<file path="src/rtl/uart_frame_scheduler.sv">
// Streams one frame (sync pair, frame-buffer pixels, XOR checksum) into a byte UART.
// Latency: one byte per UART handshake; pixel bytes add a read and a capture cycle.
module uart_frame_scheduler #(
  parameter int         FRAME_W = 64,
  parameter int         FRAME_H = 48,
  parameter int         ADDR_W  = 12,
  parameter logic [7:0] SYNC0   = 8'hAA,
  parameter logic [7:0] SYNC1   = 8'h55
) (
  input  logic              clk,
  input  logic              rst,
  input  logic              start,
  input  logic              abort,
  output logic              mem_rd_en,
  output logic [ADDR_W-1:0] mem_addr,
  input  logic [7:0]        mem_data,
  output logic [7:0]        tx_data,
  output logic              tx_send,
  input  logic              tx_busy,
  output logic              active,
  output logic              frame_done,
  output logic              aborted
);

  localparam int N = FRAME_W * FRAME_H;
  localparam logic [ADDR_W-1:0] LAST_ADDR = ADDR_W'(N - 1);

  typedef enum logic [2:0] {
    IDLE, LOAD, RD, CAP, SEND, WAIT_HI, WAIT_LO, DONE
  } state_t;

  typedef enum logic [1:0] {
    PH_SYNC0, PH_SYNC1, PH_PIX, PH_CSUM
  } phase_t;

  state_t            state, state_nxt;
  phase_t            phase, phase_nxt;
  logic [ADDR_W-1:0] addr_nxt;
  logic [7:0]        csum, csum_nxt;
  logic [7:0]        tx_data_nxt;
  logic              abort_q, abort_nxt;
  logic              last_pix, last_pix_nxt;
  logic              aborted_nxt;

  always_ff @(posedge clk) begin
    if (!rst) begin
      state    <= IDLE;
      phase    <= PH_SYNC0;
      mem_addr <= '0;
      csum     <= '0;
      tx_data  <= '0;
      abort_q  <= 1'b0;
      last_pix <= 1'b0;
      aborted  <= 1'b0;
    end else begin
      state    <= state_nxt;
      phase    <= phase_nxt;
      mem_addr <= addr_nxt;
      csum     <= csum_nxt;
      tx_data  <= tx_data_nxt;
      abort_q  <= abort_nxt;
      last_pix <= last_pix_nxt;
      aborted  <= aborted_nxt;
    end
  end

  assign active = (state != IDLE);

  always_comb begin
    state_nxt    = state;
    phase_nxt    = phase;
    addr_nxt     = mem_addr;
    csum_nxt     = csum;
    tx_data_nxt  = tx_data;
    abort_nxt    = abort_q | ((state != IDLE) & abort);
    last_pix_nxt = last_pix;
    aborted_nxt  = 1'b0;
    mem_rd_en    = 1'b0;
    tx_send      = 1'b0;
    frame_done   = 1'b0;

    case (state)
      IDLE: begin
        if (start && !tx_busy) begin
          state_nxt    = LOAD;
          phase_nxt    = PH_SYNC0;
          addr_nxt     = '0;
          csum_nxt     = '0;
          abort_nxt    = 1'b0;
          last_pix_nxt = 1'b0;
        end
      end
      LOAD: begin
        case (phase)
          PH_SYNC0: begin tx_data_nxt = SYNC0; state_nxt = SEND; end
          PH_SYNC1: begin tx_data_nxt = SYNC1; state_nxt = SEND; end
          PH_CSUM:  begin tx_data_nxt = csum;  state_nxt = SEND; end
          default:  state_nxt = RD;
        endcase
      end
      RD: begin
        mem_rd_en = 1'b1;
        state_nxt = CAP;
      end
      CAP: begin
        tx_data_nxt = mem_data;
        csum_nxt    = csum ^ mem_data;
        // The last address is held rather than wrapped so the counter never overflows.
        if (mem_addr == LAST_ADDR) last_pix_nxt = 1'b1;
        else                       addr_nxt     = mem_addr + ADDR_W'(1);
        state_nxt = SEND;
      end
      SEND: begin
        if (!tx_busy) begin
          tx_send   = 1'b1;
          state_nxt = WAIT_HI;
        end
      end
      WAIT_HI: begin
        if (tx_busy) state_nxt = WAIT_LO;
      end
      WAIT_LO: begin
        if (!tx_busy) begin
          if (abort_q || abort) begin
            state_nxt   = IDLE;
            aborted_nxt = 1'b1;
            abort_nxt   = 1'b0;
          end else begin
            case (phase)
              PH_SYNC0: begin phase_nxt = PH_SYNC1; state_nxt = LOAD; end
              PH_SYNC1: begin phase_nxt = PH_PIX;   state_nxt = LOAD; end
              PH_PIX: begin
                if (last_pix) phase_nxt = PH_CSUM;
                state_nxt = LOAD;
              end
              default:  state_nxt = DONE;
            endcase
          end
        end
      end
      DONE: begin
        frame_done = 1'b1;
        state_nxt  = IDLE;
      end
      default: state_nxt = IDLE;
    endcase
  end

endmodule

</file>
<file path="config.mk">
export PLATFORM = sky130hd
export DESIGN_NAME = uart_frame_scheduler
export DESIGN_NICKNAME = d
export VERILOG_FILES = /design/src/rtl/uart_frame_scheduler.sv
export SDC_FILE = /design/constraint.sdc
export NUM_CORES = 1
export LEC_CHECK = 0
export ABC_AREA = 1
export CORE_ASPECT_RATIO = 1.5
export CORE_MARGIN = 1.5
export CORE_UTILIZATION = 53
export CTS_CLUSTER_SIZE = 8
export DETAILED_ROUTE_END_ITERATION = 16
export GPL_TIMING_DRIVEN = 0
export MAX_ROUTING_LAYER = met4
export PLACE_DENSITY = 0.89
export SYNTH_ARGS = -nofsm -noshare
export SYNTH_HDL_FRONTEND = slang
export SYNTH_SLANG_ARGS = --single-unit
</file>
<file path="constraint.sdc">
create_clock -name clk -period 3.3 [get_ports clk]
set_input_delay 0.495 -clock clk [delete_from_list [all_inputs] [get_ports clk]]
set_output_delay 0.495 -clock clk [all_outputs]
set_load 0.05 [all_outputs]
</file>
### Word level (Yosys, flattened, before mapping)

Cells that the tools add are included.

| word-level totals | value |
|---|---|
| bits in registers | 36 |
| bits of input ports | 13 |
| output and inout bits | 25 |
| logic and storage cells | 86 |

| cells by class | value |
|---|---|
| add/subtract/negate cells | 1 |
| equal/unequal tests | 21 |
| mux-type cells | 33 |
| bitwise logic cells | 5 |
| reductions and logical operators | 18 |

Operators by type and width:

| kind | number |
|---|---|
| 8-bit case mux with 2 select lines | 2 |
| 12-bit 2-to-1 mux | 2 |
| 12-bit case mux with 2 select lines | 1 |
| 3-bit case mux with 8 select lines | 1 |
| 8-bit case mux with 3 select lines | 1 |
| 3-bit 2-to-1 mux | 7 |
| 2-bit inequality test, second input constant | 7 |
| 12-bit by 1-bit adder with 12-bit output, second input constant | 1 |
| 12-bit equality test, second input constant | 1 |
| 3-bit equality test, second input constant | 4 |
| 1-bit 2-to-1 mux | 10 |
| 3-bit OR reduction | 3 |
| 2-bit 2-to-1 mux | 4 |
| 8-bit 2-to-1 mux | 1 |
| 8-bit XOR | 1 |
| 3-bit by 2-bit equality test with 1-bit output, second input constant | 2 |
| 2-bit case mux with 3 select lines | 1 |
| 3-bit AND reduction | 2 |
| 6-bit AND reduction | 1 |
| 2-bit nonzero test | 3 |
| 2-bit equality test, second input constant | 2 |
| 4-bit by 2-bit inequality test with 1-bit output, second input constant | 1 |
| 4-bit inequality test, second input constant | 1 |
| 1-bit case mux with 2 select lines | 2 |
| 15 further kinds | 17 |

### Longest topological paths before layout

Gate-level depths: netlist of the first run.

| depth | value |
|---|---|
| depth in word-level cells | 6 |
| gate-level depth with buffers | 10 |
| depth with buffers taken out | 10 |

### Worst setup path before layout of the first run

No wires, ideal clock.

| timing path | value |
|---|---|
| kind | register to output |
| start | register state[1] |
| end | output port mem_rd_en |
| data arrival time | 1.628 ns |
| data required time | 2.805 ns |
| setup slack | 1.177 ns |
| cell stages (with the launch flop) | 4 |
| buffers on the path | 1 |
| cells stage by stage | dfxtp_1 > buf_6 > inv_1 > nor3_1 |

| between the ends | value |
|---|---|
| cells in the longest elaborated chain, start to end | 2 |

RTL lines:

| element | RTL line | text |
|---|---|---|
| start: declaration | 36 | `state_t state, state_nxt;` |
| start signal: assignment | 56 | `state <= state_nxt;` |
| 3-bit by 2-bit equality test with 1-bit output | 82 | `case (state)` |
| 1-bit 2-to-1 mux | 82 |  |
| end: declaration | 14 | `output logic mem_rd_en,` |

Every way passes these cells.

### Worst setup path after layout of the first run

Ends and elaborated chain as after synthesis.

==> results of run 1 <==
## cell type report
cell class                 count  area (um2)  share of cell area [%]
tap                           45        56.3                    2.05
buffer                        11        98.8                    3.60
multi-input combinational    229        1240                    45.2
clock buffer                   8        90.1                    3.28
inverter                      43         169                    6.14
timing repair buffer          37         370                    13.5
sequential                    36         721                    26.2
## where the power goes
group	switching [mW]	leakage, nW	internal (mW)
sequential	0.0675	0.293	0.534
clock	0.162	0.0455	0.170
combinational	0.853	0.864	0.449
## placed cells by master, fill, tap and decap left out, types with 6 or more instances in the layout
cell / instances
nand2_1: 75
clkdlybuf4s50_1: 37
dfxtp_1: 36
inv_1: 30
nor2_1: 28
nand3_1: 24
a21oi_1: 18
o21ai_0: 13
a21oi_2: 12
nand2_2: 10
o21ai_1: 10
inv_2: 9
nand4_1: 6
ha_1: 6
clkbuf_8: 6
## per-stage QoR
step / power, mW / hold slack [ns] / util [%] / area [um2] / cells
floorplan: 1.61 / 0.422 / - / 2230 / 319
detailed placement: 1.91 / 0.450 / 66.6 / 2660 / 401
finish: 2.24 / 0.461 / 68.8 / 2750 / 409
CTS: 2.24 / 0.460 / 68.8 / 2750 / 409
global placement: 1.89 / 0.438 / 66.6 / 2660 / 401
global route: 2.38 / 0.485 / 68.8 / 2750 / 409
## cell families after synthesis
family                     Yosys count  share of synthesized area (%)
and+or+nand+nor                    158                           33.1
AOI/OAI and AO/OA                   65                           19.3
buffers and inverters               54                           12.0
DFF                                 36                           32.3
adders and majority gates            6                           3.36
## sequential cells by signal, indices dropped and copies added (netlist names)
register / flops
abort_q: 1
aborted: 1
csum: 8
last_pix: 1
mem_addr: 12
phase: 2
state: 3
tx_data: 8
## how the worst min path moves through the flow
stage / start / end / slack, ns / depth (start not counted)
after CTS: csum[7]$_SDFFE_PN0P_ / csum[7]$_SDFFE_PN0P_ / 0.46 / 1
after detailed placement: csum[7]$_SDFFE_PN0P_ / csum[7]$_SDFFE_PN0P_ / 0.45 / 1
after floorplan: csum[7]$_SDFFE_PN0P_ / csum[7]$_SDFFE_PN0P_ / 0.42 / 1
after global routing: csum[6]$_SDFFE_PN0P_ / csum[6]$_SDFFE_PN0P_ / 0.48 / 1
final: csum[7]$_SDFFE_PN0P_ / csum[7]$_SDFFE_PN0P_ / 0.46 / 1
after global placement: csum[7]$_SDFFE_PN0P_ / csum[7]$_SDFFE_PN0P_ / 0.44 / 1
## per-layer routing
| metal | wire length, um | global-route usage [%] | up-vias |
|---|---|---|---|
| met5 | 0 | - | - |
| met4 | 99 | 10.0 | 0 |
| met3 | 231 | 3.74 | 7 |
| met2 | 2620 | 43.3 | 64 |
| met1 | 2000 | 23.7 | 1009 |
| li1 | - | - | 1120 |
## synth_stat cells
cell	instances	share of area (%)
buf_6	5	2.5
nor2_1	28	4.7
ha_1	6	3.4
nand4_1	6	1.7
clkinv_4	1	0.39
inv_1	30	5.0
nor4_1	1	0.28
o21ai_2	4	1.6
nor2_8	2	1.8
inv_4	1	0.28
clkinv_1	2	0.34
or2_2	2	0.56
o21a_1	1	0.34
a21oi_2	12	4.7
nand3b_1	4	1.3
a21oi_1	18	4.0
buf_1	1	0.17
o21ai_0	13	2.9
dfxtp_1	36	32
a31oi_1	1	0.28
nand2_4	1	0.50
o21ai_1	10	2.2
buf_12	1	0.90
nor3_1	3	0.67
a31oi_4	1	0.95
clkbuf_1	3	0.50
o211a_1	5	2.2
nor2_2	1	0.28
nand2_2	10	2.8
inv_2	9	1.5
nand2_1	75	13
buf_4	1	0.34
nand3_1	24	5.4
nand3_2	1	0.45
==> impl_metrics.env, run 1 <==
export IMPL_cts_buffer_depth=2
export IMPL_antenna_found_initial=0
export IMPL_post_cts_buffers=0
export IMPL_drc=0
export IMPL_r2r_start="phase[0]$_SDFFE_PN0P_"
export IMPL_cpPeakStageDelay_ns=0.86
export IMPL_path_cells="buf_6 > inv_1 > nor3_1 > clkdlybuf4s50_1"
export IMPL_min_period_over_period_pct=74.6
export IMPL_endpoint_kind="primary output"
export IMPL_fmax_mhz=406
export IMPL_dr_total_vias=2200
export IMPL_status="completed"
export IMPL_drv_cap=0
export IMPL_ir_drop_uv=631
export IMPL_reg2reg_depth=7
export IMPL_via_per_inst=5.38
export IMPL_clk_latency_ns=0.29
export IMPL_firstDrtPassIters=5
export IMPL_die_area_um2=4620
export IMPL_ys_seq_area_share_pct=32.3
export IMPL_grt_pass1_wl_um=8150
export IMPL_crit_end="mem_rd_en"
export IMPL_r2r_slack_ns=1.44
export IMPL_cts_tree="built"
export IMPL_syn_avg_cell_area_um2=7.00
export IMPL_worstPathRequired_ns=2.80
export IMPL_ios=38
export IMPL_yosysUniqueCellTypes=34
export IMPL_start_util_pct=55.9
export IMPL_grt_pass1_vias=1929
export IMPL_cts_sinks=36
export IMPL_nets=382
export IMPL_reg2reg_to="tx_data[6]$_SDFFE_PN0P_"
export IMPL_drtAntennaViolNets=0
export IMPL_portBuffers=37
export IMPL_syn_nets=338
export IMPL_path_max_fanout=8
export IMPL_path_depth=4
export IMPL_yosys_warnings=0
export IMPL_clock_tree_root_cell="clkbuf_8"
export IMPL_hold_viol=0
export IMPL_crit_family="buffers and inverters"
export IMPL_cp_slowest_cell="clkdlybuf4s50_1"
export IMPL_drive_above_1_share_pct=15.9
export IMPL_tns_ns=0
export IMPL_wl_um=4950
export IMPL_place_congestion=0.880
export IMPL_setup_ws_ns=0.837
export IMPL_dpl_worst_slack_ns=0.904
export IMPL_gr_usage_all_layers_pct=23.1
export IMPL_finalSetupViolations=0
export IMPL_rsz0062_at_grt="false"
export IMPL_finClkSkew_ns=0.00374
export IMPL_final_max_slew_viol_count=0
export IMPL_path_buf_inv=3
export IMPL_die_w_um=56.0
export IMPL_hp_class="flop to flop"
export IMPL_crit_type="flop to primary output"
export IMPL_min_period_ns=2.46
export IMPL_syn_cell_area_um2=2230
export IMPL_ys_seq_elements=36
export IMPL_critPathArrivalTime_ns=1.97
export IMPL_htreeDepth=2
export IMPL_synth_cells=319
export IMPL_critical_path_startpoint_type="flop"
export IMPL_dp_hpwl_um=3680
export IMPL_design_core_area_um2=3990
export IMPL_syn2layout_area_growth_pct=23.2
export IMPL_rows=28
export IMPL_grt_max_degree=11
export IMPL_cts_resized=0
export IMPL_cts_hold_buffers=0
export IMPL_diodes=0
export IMPL_p_per_area_nw_per_um2=814
export IMPL_wl_per_cell_um=12.1
export IMPL_nFillCells=335
export IMPL_maxSlewHeadroom_pct=63.7
export IMPL_grt_overflow_total=0
export IMPL_clk_pin_slew_worst_paths_ns=0.07
export IMPL_leakagePower_nw=1.20
export IMPL_initialDrtViolationCount=118
export IMPL_die_height_um=82.5
export IMPL_cts_buffers=5
export IMPL_tightest_slew_ns=0.544
export IMPL_crit_start="state[1]$_SDFFE_PN0P_"
No activity file was read; power rests on OpenSTA's default activity.
==> run 2: changes to the inputs <==
- CORE_UTILIZATION: 53 -> 48
- PLACE_DENSITY: 0.89 -> 0.85
- clock period: 3.3 -> 2.16 ns (I/O delays scaled with it)
==> impl_metrics.env, run 2 (synthesized netlist as in run 1, its figures left out) <==
export IMPL_status="completed"
export IMPL_clock_tree_root_cell="clkbuf_8"
export IMPL_path_buf_inv=3
export IMPL_crit_family="buffers and inverters"
export IMPL_design_core_area_um2=4500
export IMPL_drive_above_1_share_pct=16.5
export IMPL_worstPathRequired_ns=1.84
export IMPL_place_congestion=0.893
export IMPL_path_cells="buf_6 > inv_1 > nor3_1 > dlygate4sd2_1"
export IMPL_initialDrtViolationCount=128
export IMPL_leakagePower_nw=1.24
export IMPL_nFillCells=404
export IMPL_dp_hpwl_um=3840
export IMPL_drc=0
export IMPL_top_regs="mem_addr: 12 flops, csum: 8 flops, tx_data: 8 flops"
export IMPL_die_w_um=58.7
export IMPL_clk_latency_ns=0.30
export IMPL_clk_pin_slew_worst_paths_ns=0.08
export IMPL_rsz0062_at_grt="false"
export IMPL_cp_slowest_cell="dlygate4sd2_1"
export IMPL_post_cts_buffers=0
export IMPL_diodes=0
export IMPL_cts_sinks=36
export IMPL_htreeDepth=2
export IMPL_min_period_over_period_pct=93.8
export IMPL_via_per_inst=5.36
export IMPL_grt_pass1_vias=2088
export IMPL_min_period_ns=2.03
export IMPL_start_util_pct=49.6
export IMPL_drv_cap=0
export IMPL_largest_reg_flops=12
export IMPL_drtAntennaViolNets=0
export IMPL_die_area_um2=5080
export IMPL_tightest_slew_ns=0.510
export IMPL_fmax_mhz=494
export IMPL_layout_common_cells="nand2_1, dfxtp_1, clkdlybuf4s50_1"
export IMPL_wl_per_cell_um=13.0
export IMPL_gr_usage_all_layers_pct=23.3
export IMPL_ios=38
export IMPL_largest_register="mem_addr"
export IMPL_syn2layout_area_growth_pct=24.2
export IMPL_layout_commonest_cell="nand2_1"
export IMPL_cts_tree="built"
export IMPL_die_height_um=86.5
export IMPL_ir_drop_uv=699
export IMPL_nets=382
export IMPL_min_from="csum[7]$_SDFFE_PN0P_"
export IMPL_cts_buffers=5
export IMPL_antenna_found_initial=0
export IMPL_path_max_fanout=8
export IMPL_hp_class="flop to flop"
export IMPL_r2r_slack_ns=0.24
export IMPL_holdWs_ns=0.474
export IMPL_maxSlewHeadroom_pct=65.9
export IMPL_rows=30
export IMPL_finClkSkew_ns=0.00705
export IMPL_grt_pass1_wl_um=9000
export IMPL_cts_buffer_depth=2
export IMPL_tns_ns=0
export IMPL_crit_start="state[1]$_SDFFE_PN0P_"
export IMPL_final_max_slew_viol_count=0
export IMPL_grt_overflow_total=0
export IMPL_portBuffers=37
export IMPL_r2r_start="phase[0]$_SDFFE_PN0P_"
export IMPL_dr_total_vias=2209
export IMPL_wl_um=5340
export IMPL_hold_viol=0
export IMPL_firstDrtPassIters=4
export IMPL_finalSetupViolations=0
export IMPL_grt_max_degree=13
export IMPL_critical_path_startpoint_type="flop"
export IMPL_p_per_area_nw_per_um2=1270
export IMPL_endpoint_kind="primary output"
export IMPL_critPathArrivalTime_ns=1.70
export IMPL_cpPeakStageDelay_ns=0.57
export IMPL_crit_type="flop to primary output"
-- run 2: changes by cell type in the layout (fill, tap and decap cells not counted) --
| cell | before | now |
|---|---|---|
| clkinv_2 | 0 | 1 |
| clkinvlp_4 | 0 | 1 |
| bufinv_16 | 0 | 1 |
| clkbuf_1 | 5 | 3 |
| clkbuf_8 | 6 | 5 |
| dlygate4sd2_1 | 0 | 3 |
| dlymetal6s2s_1 | 0 | 1 |
| clkdlybuf4s50_1 | 37 | 33 |
-- run 2: where the power goes --
part	leakage [nW]	internal (mW)	switching [mW]
Combinational	0.893	0.669	1.32
Clock	0.0541	0.342	0.272
Sequential	0.293	0.816	0.110
-- run 2: metrics by stage --
step | std cells | total power [mW] | utilization (%) | setup WS (ns) | cell area [um2]
floorplan | 319 | 2.46 | - | 0.192 | 2230
global placement | 404 | 2.89 | 59.1 | 0.129 | 2660
detailed placement | 404 | 2.93 | 59.1 | 0.108 | 2660
CTS | 412 | 3.53 | 61.5 | 0.0191 | 2770
global route | 412 | 3.76 | 61.6 | 0.0623 | 2770
finish | 412 | 3.53 | 61.6 | 0.134 | 2770
-- run 2: cell type report --
class | count | area, um2 | area share (%)
multi-input combinational | 229 | 1240 | 44.9
inverter | 43 | 169 | 6.09
tap | 48 | 60.1 | 2.17
clock buffer | 5 | 68.8 | 2.48
clock inverter | 3 | 42.5 | 1.53
timing repair buffer | 37 | 369 | 13.3
sequential | 36 | 721 | 26.0
buffer | 11 | 98.8 | 3.56
-- run 2: repair_timing --
action                                  in CTS  in global routing
endpoints found under the hold margin        0                  0
endpoints found under the setup margin       3                  1
resized for setup                            3                  1
hold buffers                                 0                  0
-- run 2: routing by layer --
layer  track usage, %  up-vias  wire (um)
li1                 -     1120          -
met1             24.1     1025       2120
met5                -        -          0
met2             41.8       47       2920
met4             10.7        0        154
met3             4.18       17        146
-- run 2: worst reg2reg max path, cell delays in order, from the launching register on --
cell	delay, ns
dfxtp_1	0.41
ha_1	0.17
clkbuf_1	0.36
inv_1	0.19
a31oi_4	0.32
buf_6	0.20
o21ai_1	0.09
a21oi_2	0.12
-- run 2: path summary, 6_finish.rpt --
kind | cells past startpoint | endpoint
max | 4 | mem_rd_en
min | 1 | csum[7]$_SDFFE_PN0P_
max reg2reg | 7 | tx_data[6]$_SDFFE_PN0P_
min reg2reg | 1 | csum[7]$_SDFFE_PN0P_
